--- src/rtl/int_arbiter.sv ---
// Interrupt arbiter/sequencer: latches source edges as pending, masks, picks one winner
// and runs a single non-nested service. Define IRQ_ROUND_ROBIN_EN for round-robin arbitration.
module int_arbiter #(
  parameter int                NSRC       = 4,
  parameter int                ADDR_W     = 10,
  parameter logic [ADDR_W-1:0] VEC_BASE   = 10'h3C0,
  parameter int                VEC_STRIDE = 4
) (
  input  logic              clk,
  input  logic              reset,
  input  logic [NSRC-1:0]   irq_in,
  input  logic              mask_we,
  input  logic [NSRC-1:0]   mask_in,
  input  logic              int_take,
  input  logic [ADDR_W-1:0] ret_dir,
  input  logic              s_finish_interr,
  output logic              s_interruption,
  output logic [ADDR_W-1:0] int_vector,
  output logic [1:0]        int_id,
  output logic [ADDR_W-1:0] ret_addr,
  output logic              in_service,
  output logic [NSRC-1:0]   pending,
  output logic [1:0]        fsm_state
);

  typedef enum logic [1:0] {IDLE = 2'd0, REQ = 2'd1, SERVICE = 2'd2} state_t;

  state_t            state, state_nxt;
  logic [NSRC-1:0]   irq_q, mask, eligible, rise, take_clr;
  logic              do_arb, do_take, do_finish;
  logic [1:0]        win_id;
  logic [ADDR_W-1:0] win_vec;

  assign rise      = irq_in & ~irq_q;
  assign eligible  = pending & mask;
  assign take_clr  = do_take ? ({{(NSRC-1){1'b0}}, 1'b1} << int_id) : '0;
  assign win_vec   = VEC_BASE + ADDR_W'(VEC_STRIDE) * ADDR_W'(win_id);
  assign fsm_state = state;

`ifdef IRQ_ROUND_ROBIN_EN
  logic [1:0] rr_ptr;

  // Walk from the lowest-priority slot (rr_ptr itself) down to rr_ptr+1 so the last hit wins.
  always_comb begin
    logic [1:0] idx;
    win_id = '0;
    for (int k = NSRC; k >= 1; k--) begin
      idx = rr_ptr + 2'(k);
      if (eligible[idx]) win_id = idx;
    end
  end

  always_ff @(posedge clk or negedge reset) begin
    if (!reset)       rr_ptr <= '0;
    else if (do_take) rr_ptr <= int_id;
  end
`else
  always_comb begin
    win_id = '0;
    for (int i = NSRC - 1; i >= 0; i--) begin
      if (eligible[i]) win_id = 2'(i);
    end
  end
`endif

  // Handshake: s_interruption is a registered valid that stays high in REQ until the
  // control unit answers with int_take (the ready); the transfer happens on that edge.
  always_comb begin
    state_nxt = state;
    do_arb    = 1'b0;
    do_take   = 1'b0;
    do_finish = 1'b0;
    case (state)
      IDLE: if (|eligible) begin
        do_arb    = 1'b1;
        state_nxt = REQ;
      end
      REQ: if (int_take) begin
        do_take   = 1'b1;
        state_nxt = SERVICE;
      end
      SERVICE: if (s_finish_interr) begin
        do_finish = 1'b1;
        state_nxt = IDLE;
      end
      default: state_nxt = IDLE;
    endcase
  end

  always_ff @(posedge clk or negedge reset) begin
    if (!reset) state <= IDLE;
    else        state <= state_nxt;
  end

  always_ff @(posedge clk or negedge reset) begin
    if (!reset) begin
      irq_q          <= '0;
      pending        <= '0;
      mask           <= '1;
      int_id         <= '0;
      int_vector     <= '0;
      ret_addr       <= '0;
      s_interruption <= 1'b0;
      in_service     <= 1'b0;
    end else begin
      irq_q   <= irq_in;
      // A fresh edge on the source being cleared keeps it pending.
      pending <= (pending & ~take_clr) | rise;
      if (mask_we) mask <= mask_in;
      if (do_arb) begin
        int_id         <= win_id;
        int_vector     <= win_vec;
        s_interruption <= 1'b1;
      end
      if (do_take) begin
        ret_addr       <= ret_dir;
        s_interruption <= 1'b0;
        in_service     <= 1'b1;
      end
      if (do_finish) in_service <= 1'b0;
    end
  end

endmodule
--- config.mk ---
export PLATFORM = sky130hd
export DESIGN_NAME = int_arbiter
export DESIGN_NICKNAME = d
export VERILOG_FILES = /design/src/rtl/int_arbiter.sv
export SDC_FILE = /design/constraint.sdc
export NUM_CORES = 1
export LEC_CHECK = 0
export BUFFER_PORTS_ARGS = -buffer_cell sky130_fd_sc_hd__buf_2
export CAP_MARGIN = 15
export CORE_UTILIZATION = 46
export DETAILED_ROUTE_END_ITERATION = 8
export HOLD_SLACK_MARGIN = 0.1
export PLACE_DENSITY = 0.88
export SLEW_MARGIN = 0
export SYNTH_ARGS = -nofsm -noshare
export SYNTH_HDL_FRONTEND = slang
export SYNTH_SLANG_ARGS = --single-unit
--- constraint.sdc ---
create_clock -name clk -period 1.4 [get_ports clk]
set_clock_uncertainty 0.05 [all_clocks]
set_input_delay 0.07 -clock clk [delete_from_list [all_inputs] [get_ports clk]]
set_output_delay 0.07 -clock clk [all_outputs]
set_load 0.02 [all_outputs]
==> results.yml, run 1 <==
routing:
  top_layer_used: "met4"
  dr.pass1.iters: 4
  post_drt_wl_per_cell_um: 13.7
  route.vias.total: 959
  met2RoutedLength_um: 1400
  drc: 0
  dr_wl_met3_um: 152
  wl_met1_um: 1130
  drt_iter0_drc: 16
  drt_wl_total_um: 2730
  ant_nets: 0
  via_per_inst: 4.80
logic_synthesis:
  syn_area_per_cell_um2: 12.9
  synth_top_cells_by_count: "dfrtp_1, mux2_2, buf_4, o21ai_0, nand2_1"
  synth.area.top_cells: "dfrtp_1, mux2_2, dfstp_2"
  synth_cells: 94
  synthFlopType: "dfrtp_1"
  yosysWarnings: 0
  yosysSeqAreaShare: 0.603
  synth_seq_cells: 29
  ys_types: 23
  synth_edf_count: 0
  synth_area_um2: 1210
  async_reset_ff_frac: 1.00
  yosys.area.top_type_share: 0.516
  synth_top_area_cell: "dfrtp_1"
  synth_most_common_cell: "dfrtp_1"
clocking:
  worstSkewPairLatency_ns: 0.33
  htreeDepth: 2
  clkTransAtPathRegs_ns: 0.09
  cts_sinks: 29
  cts_tree: "done"
  cts_buffers: 5
  cts_max_path_buffers: 2
  root_buffer: "clkbuf_4"
placement:
  gp_congestion: 0.688
  port_buffers: 48
  placedCellCount: 165
  dp_hpwl_um: 1700
sta:
  fin_crit_ns: 1.37
  worst-slew-pin-transition_ns: 0.623
  setup_viol: 0
  slew_viol_final: 0
  setup_tns_ns: 0
  fmax_mhz: 731
  final-hold-violation-count: 0
  rsz0062_at_grt: "no"
  finalCritPeriodShare: 0.977
  hold_ws_ns: 0.228
  relSlewSlack: 0.585
cells_and_area:
  nets: 192
  utilization: 0.712
  num_antenna_cells: 0
  layoutNonFillerInstCount: 200
  drive_gt1_frac: 0.482
  syn2layout_area_growth_pct: 45.5
grt:
  grt_max_degree: 30
  grt_pass1_wl_um: 4330
  grt_overflow_total: 0
  grt_pass1_vias: 926
  grt_usage: 0.223
  antenna_found_initial: 0
power_and_ir_drop:
  power_mw: 3.37
  p_leak_nw: 0.859
  p_per_area_nw_per_um2: 1910
  ir_worst_vdd_mv: 1.55
critical_path:
  start_kind: "flip-flop"
  cp_max_fo: 3
  criticalPathCategory: "reg2reg"
  cp_data_required_time_ns: 1.62
  arrival_ns: 1.59
  end_kind: "flip-flop"
floorplan:
  start_util: 0.489
  die-area_um2: 2850
  chipWidth_um: 53.3
  ios: 53
  rows: 18
  core_um2: 2480
  die_y_um: 53.3
status:
  status: "complete, no violations"
worst_hold_path:
  worstHoldPathType: "in2async"
job:
  maxCapViolations: 0
## cells in the final DEF (no fill, tap or decap), types with 2 or more instances in the layout
| cell | synthesis | final |
|---|---|---|
| conb_1 | 1 | 4 |
| o21ai_0 | 9 | 8 |
| mux2_4 | 4 | 4 |
| a21oi_1 | 4 | 4 |
| o21ai_1 | 1 | 2 |
| nand2_1 | 6 | 6 |
| clkbuf_4 | 0 | 5 |
| nand2b_1 | 2 | 2 |
| dlygate4sd3_1 | 0 | 25 |
| clkinv_2 | 0 | 2 |
| mux2_2 | 10 | 10 |
| dfrtp_1 | 25 | 24 |
| a21o_1 | 2 | 2 |
| buf_2 | 0 | 48 |
| inv_1 | 5 | 5 |
| or2_2 | 3 | 3 |
| dfstp_2 | 4 | 4 |
## final cells by class
type / count / area (um2)
tap: 30 / 37.5
timing repair buffer: 75 / 518
clock inverter: 2 / 10.0
sequential: 29 / 732
fill: 171 / 713
clock buffer: 6 / 41.3
inverter: 5 / 18.8
multi-input combinational: 53 / 407
## registers in the layout, summed over array words and instances (netlist names)
register        count
irq_q               4
ret_addr           10
pending             4
int_vector          2
fsm_state           2
s_interruption      1
int_id              1
mask                4
in_service          1
## worst paths after layout
check | startpoint | end | slack [ns] | depth (start not counted)
max | mask[1]$_DFFE_PN1P_ | mask[1]$_DFFE_PN1P_ | 0.03 | 2
min | reset | irq_q[2]$_DFF_PN0_ | 0.23 | 2
max reg2reg | mask[1]$_DFFE_PN1P_ | mask[1]$_DFFE_PN1P_ | 0.03 | 2
min reg2reg | irq_q[0]$_DFF_PN0_ | pending[0]$_DFF_PN0_ | 0.37 | 1
max in group asynchronous | reset | fsm_state[0]$_DFFE_PN0P_ | 0.64 | 2
min in group clk | irq_in[3] | irq_q[3]$_DFF_PN0_ | 0.34 | 2
## power breakdown
| group | switching, mW | internal [mW] |
|---|---|---|
| clock | 0.281 | 0.191 |
| combinational | 0.801 | 0.697 |
| sequential | 0.264 | 1.14 |
## kinds of logic after synthesis
| logic type | synth area share |
|---|---|
| AOI/OAI and AO/OA | 0.101 |
| buffers and inverters | 0.0805 |
| DFF | 0.603 |
| muxes | 0.142 |
| other | 0.00309 |
| and+or+nand+nor | 0.0702 |
## metal layers
metal | vias to the layer above | GRT usage
met5 | - | 0
li1 | 457 | -
met4 | 0 | 0.0658
met3 | 7 | 0.0776
met2 | 35 | 0.352
met1 | 460 | 0.285
## critical path, stage by stage, from the launching register on
cell and delay, ns:
dfstp_2 0.56, mux2_2 0.15, dlygate4sd3_1 0.55
## metrics by stage
stage	worst slack (ns)	instance area, um2
3_3_place_gp	0.159	1420
2_1_floorplan	0.0558	1220
6_report	0.0320	1760
3_5_place_dp	0.0893	1420
4_1_cts	0.0661	1720
5_1_grt	0.0145	1760
## timing repair
item	CTS	global route
setup endpoints to repair	0	5
resized for setup	0	4
buffers inserted	0	2
hold buffers	25	0
hold endpoints to repair	53	0
(Power assumes the default switching activity.)
==> inputs of run 2 (changes only) <==
- CORE_UTILIZATION: 46 -> 41
- PLACE_DENSITY: 0.88 -> 0.83
- clock period: 1.4 -> 1.15 ns (I/O delays scaled with it)
==> run 2 against run 1 <==
Effect of this change:
- the flow now finishes with violations (setup timing)
- global-route usage is 2.6 points lower
- routed wire length is 5.0% higher
- utilization is 2.4 points lower
- critical path depth is 2 higher
- flip-flop and latch count stayed put
- die area is 12% higher
- final area is 8.5% higher
- clock-buffer cell count stayed put
- via count is 6.5% higher
- non-clock buffer count is 6 higher
- critical endpoint is now s_interruption$_DFFE_PN0P_
- largest power group unchanged
==> results.yml, run 2 (synthesis results as in run 1) <==
power_and_ir_drop:
  p_leak_nw: 0.922
  p_comb_frac: 0.512
  ir_worst_vdd_mv: 1.77
  intPower_mw: 2.85
  p_sw_frac: 0.393
  power_mw: 4.70
  p_per_area_nw_per_um2: 2450
  p_sw_mw: 1.85
  seq_power_share: 0.367
  clockPowerShare: 0.121
placement:
  port_buffers: 48
  gp_congestion: 0.886
  dpl_worst_slack_ns: -0.132
  dp_hpwl_um: 1730
  place_area_um2: 1480
clocking:
  cts_buffers: 5
  clkTransAtPathRegs_ns: 0.09
  cts_max_path_buffers: 2
  root_buffer: "clkbuf_4"
  worstSkewPairLatency_ns: 0.32
  htreeDepth: 2
  cts_sinks: 29
  cts_tree: "done"
sta:
  worst-slew-pin-transition_ns: 0.615
  relSlewSlack: 0.590
  setup_slack_ns: -0.108
  setup_tns_ns: -0.646
  rsz0062_at_grt: "yes"
  finalCritPeriodShare: 1.09
  final-hold-violation-count: 0
  slew_viol_final: 0
  setup_viol: 14
  fmax_mhz: 795
  fin_crit_ns: 1.26
  hold_ws_ns: 0.230
routing:
  drc: 0
  via_per_inst: 4.91
  drt_wl_total_um: 2870
  drt_iter0_drc: 24
  dr.pass1.iters: 4
  post_drt_wl_per_cell_um: 13.8
  route.vias.total: 1021
  ant_nets: 0
worst_hold_path:
  worstHoldPathType: "in2async"
cells_and_area:
  final_cell_mix: "buf_2, dlygate4sd3_1, dfrtp_1"
  syn2layout_area_growth_pct: 57.9
  nets: 199
  layout_commonest_cell: "buf_2"
  top_register: "ret_addr"
  num_antenna_cells: 0
  nFillCells: 184
  drive_gt1_frac: 0.571
  finalInstanceArea_um2: 1910
  largest_register_ffs: 10
grt:
  grt_overflow_total: 0
  grt_pass1_wl_um: 4650
  grt_usage: 0.197
  antenna_found_initial: 0
  grt_pass1_vias: 1046
  grt_max_degree: 30
floorplan:
  start_util: 0.436
  die_y_um: 56.4
  core_um2: 2780
  die-area_um2: 3180
  ios: 53
  rows: 19
  chipWidth_um: 56.4
critical_path:
  start_kind: "flip-flop"
  criticalPathCategory: "reg2reg"
  end_kind: "flip-flop"
  cp_data_required_time_ns: 1.37
  cp_max_fo: 5
  arrival_ns: 1.47
status:
  status: "finished with violations"
  violations: "setup timing"
job:
  maxCapViolations: 0
## run 2: cell count changes in the layout (fill, tap and decap cells not counted), sizes merged
cell / delta
buf: +9
dlygate4sd3: -3
nand3b: +1
## run 2: layout make-up
type,instances,area (um2),area share
sequential,29,738,0.386
timing repair buffer,81,587,0.307
multi-input combinational,54,480,0.251
clock buffer,6,41.3,0.0216
tap,31,38.8,0.0203
inverter,5,18.8,0.00980
clock inverter,2,10.0,0.00523
## run 2: worst max-delay path, stage by stage (launching register included)
cell and delay, ns:
dfrtp_2 0.48, or2_4 0.29, a31oi_4 0.18, buf_4 0.14
a21o_1 0.08
## run 2: power by group through the flow
stage	Combinational, mW	Sequential, mW	Clock (mW)
global placement	1.79	1.65	0
detailed placement	1.84	1.66	0
global route	2.55	1.78	0.645
floorplan	0.789	2.08	0
CTS	2.18	1.69	0.593
finish	2.41	1.72	0.567
## run 2: final timing paths
check	to	slack, ns	cells after the start	startpoint
worst max-delay path	s_interruption$_DFFE_PN0P_	-0.11	4	fsm_state[0]$_DFFE_PN0P_
worst min-delay path	pending[1]$_DFF_PN0_	0.23	2	reset
worst max register to register	s_interruption$_DFFE_PN0P_	-0.11	4	fsm_state[0]$_DFFE_PN0P_
worst min register to register	pending[1]$_DFF_PN0_	0.35	1	irq_q[1]$_DFF_PN0_
max in group asynchronous	pending[0]$_DFF_PN0_	0.37	2	reset
min in group clk	irq_q[3]$_DFF_PN0_	0.34	2	irq_in[3]
## run 2: metal layers
metal,up-vias,track usage,part of all wire
li1,477,-,-
met1,497,0.233,0.40
met2,40,0.316,0.51
met3,7,0.0714,0.065
met4,0,0.0976,0.016
met5,-,0,0
## run 2: repair_timing
action / CTS / global route
hold endpoints to repair: 53 / 0
gates resized for setup: 19 / 14
setup endpoints to repair: 25 / 27
cloned: 1 / 0
pin swaps: 3 / 5
hold buffers: 22 / 0
buffers inserted: 2 / 3
## run 2: metrics by stage
step                instances  utilization
global route              208        0.688
finish                    208        0.688
detailed placement        172        0.532
CTS                       205        0.661
floorplan                  97            -
global placement          172        0.532
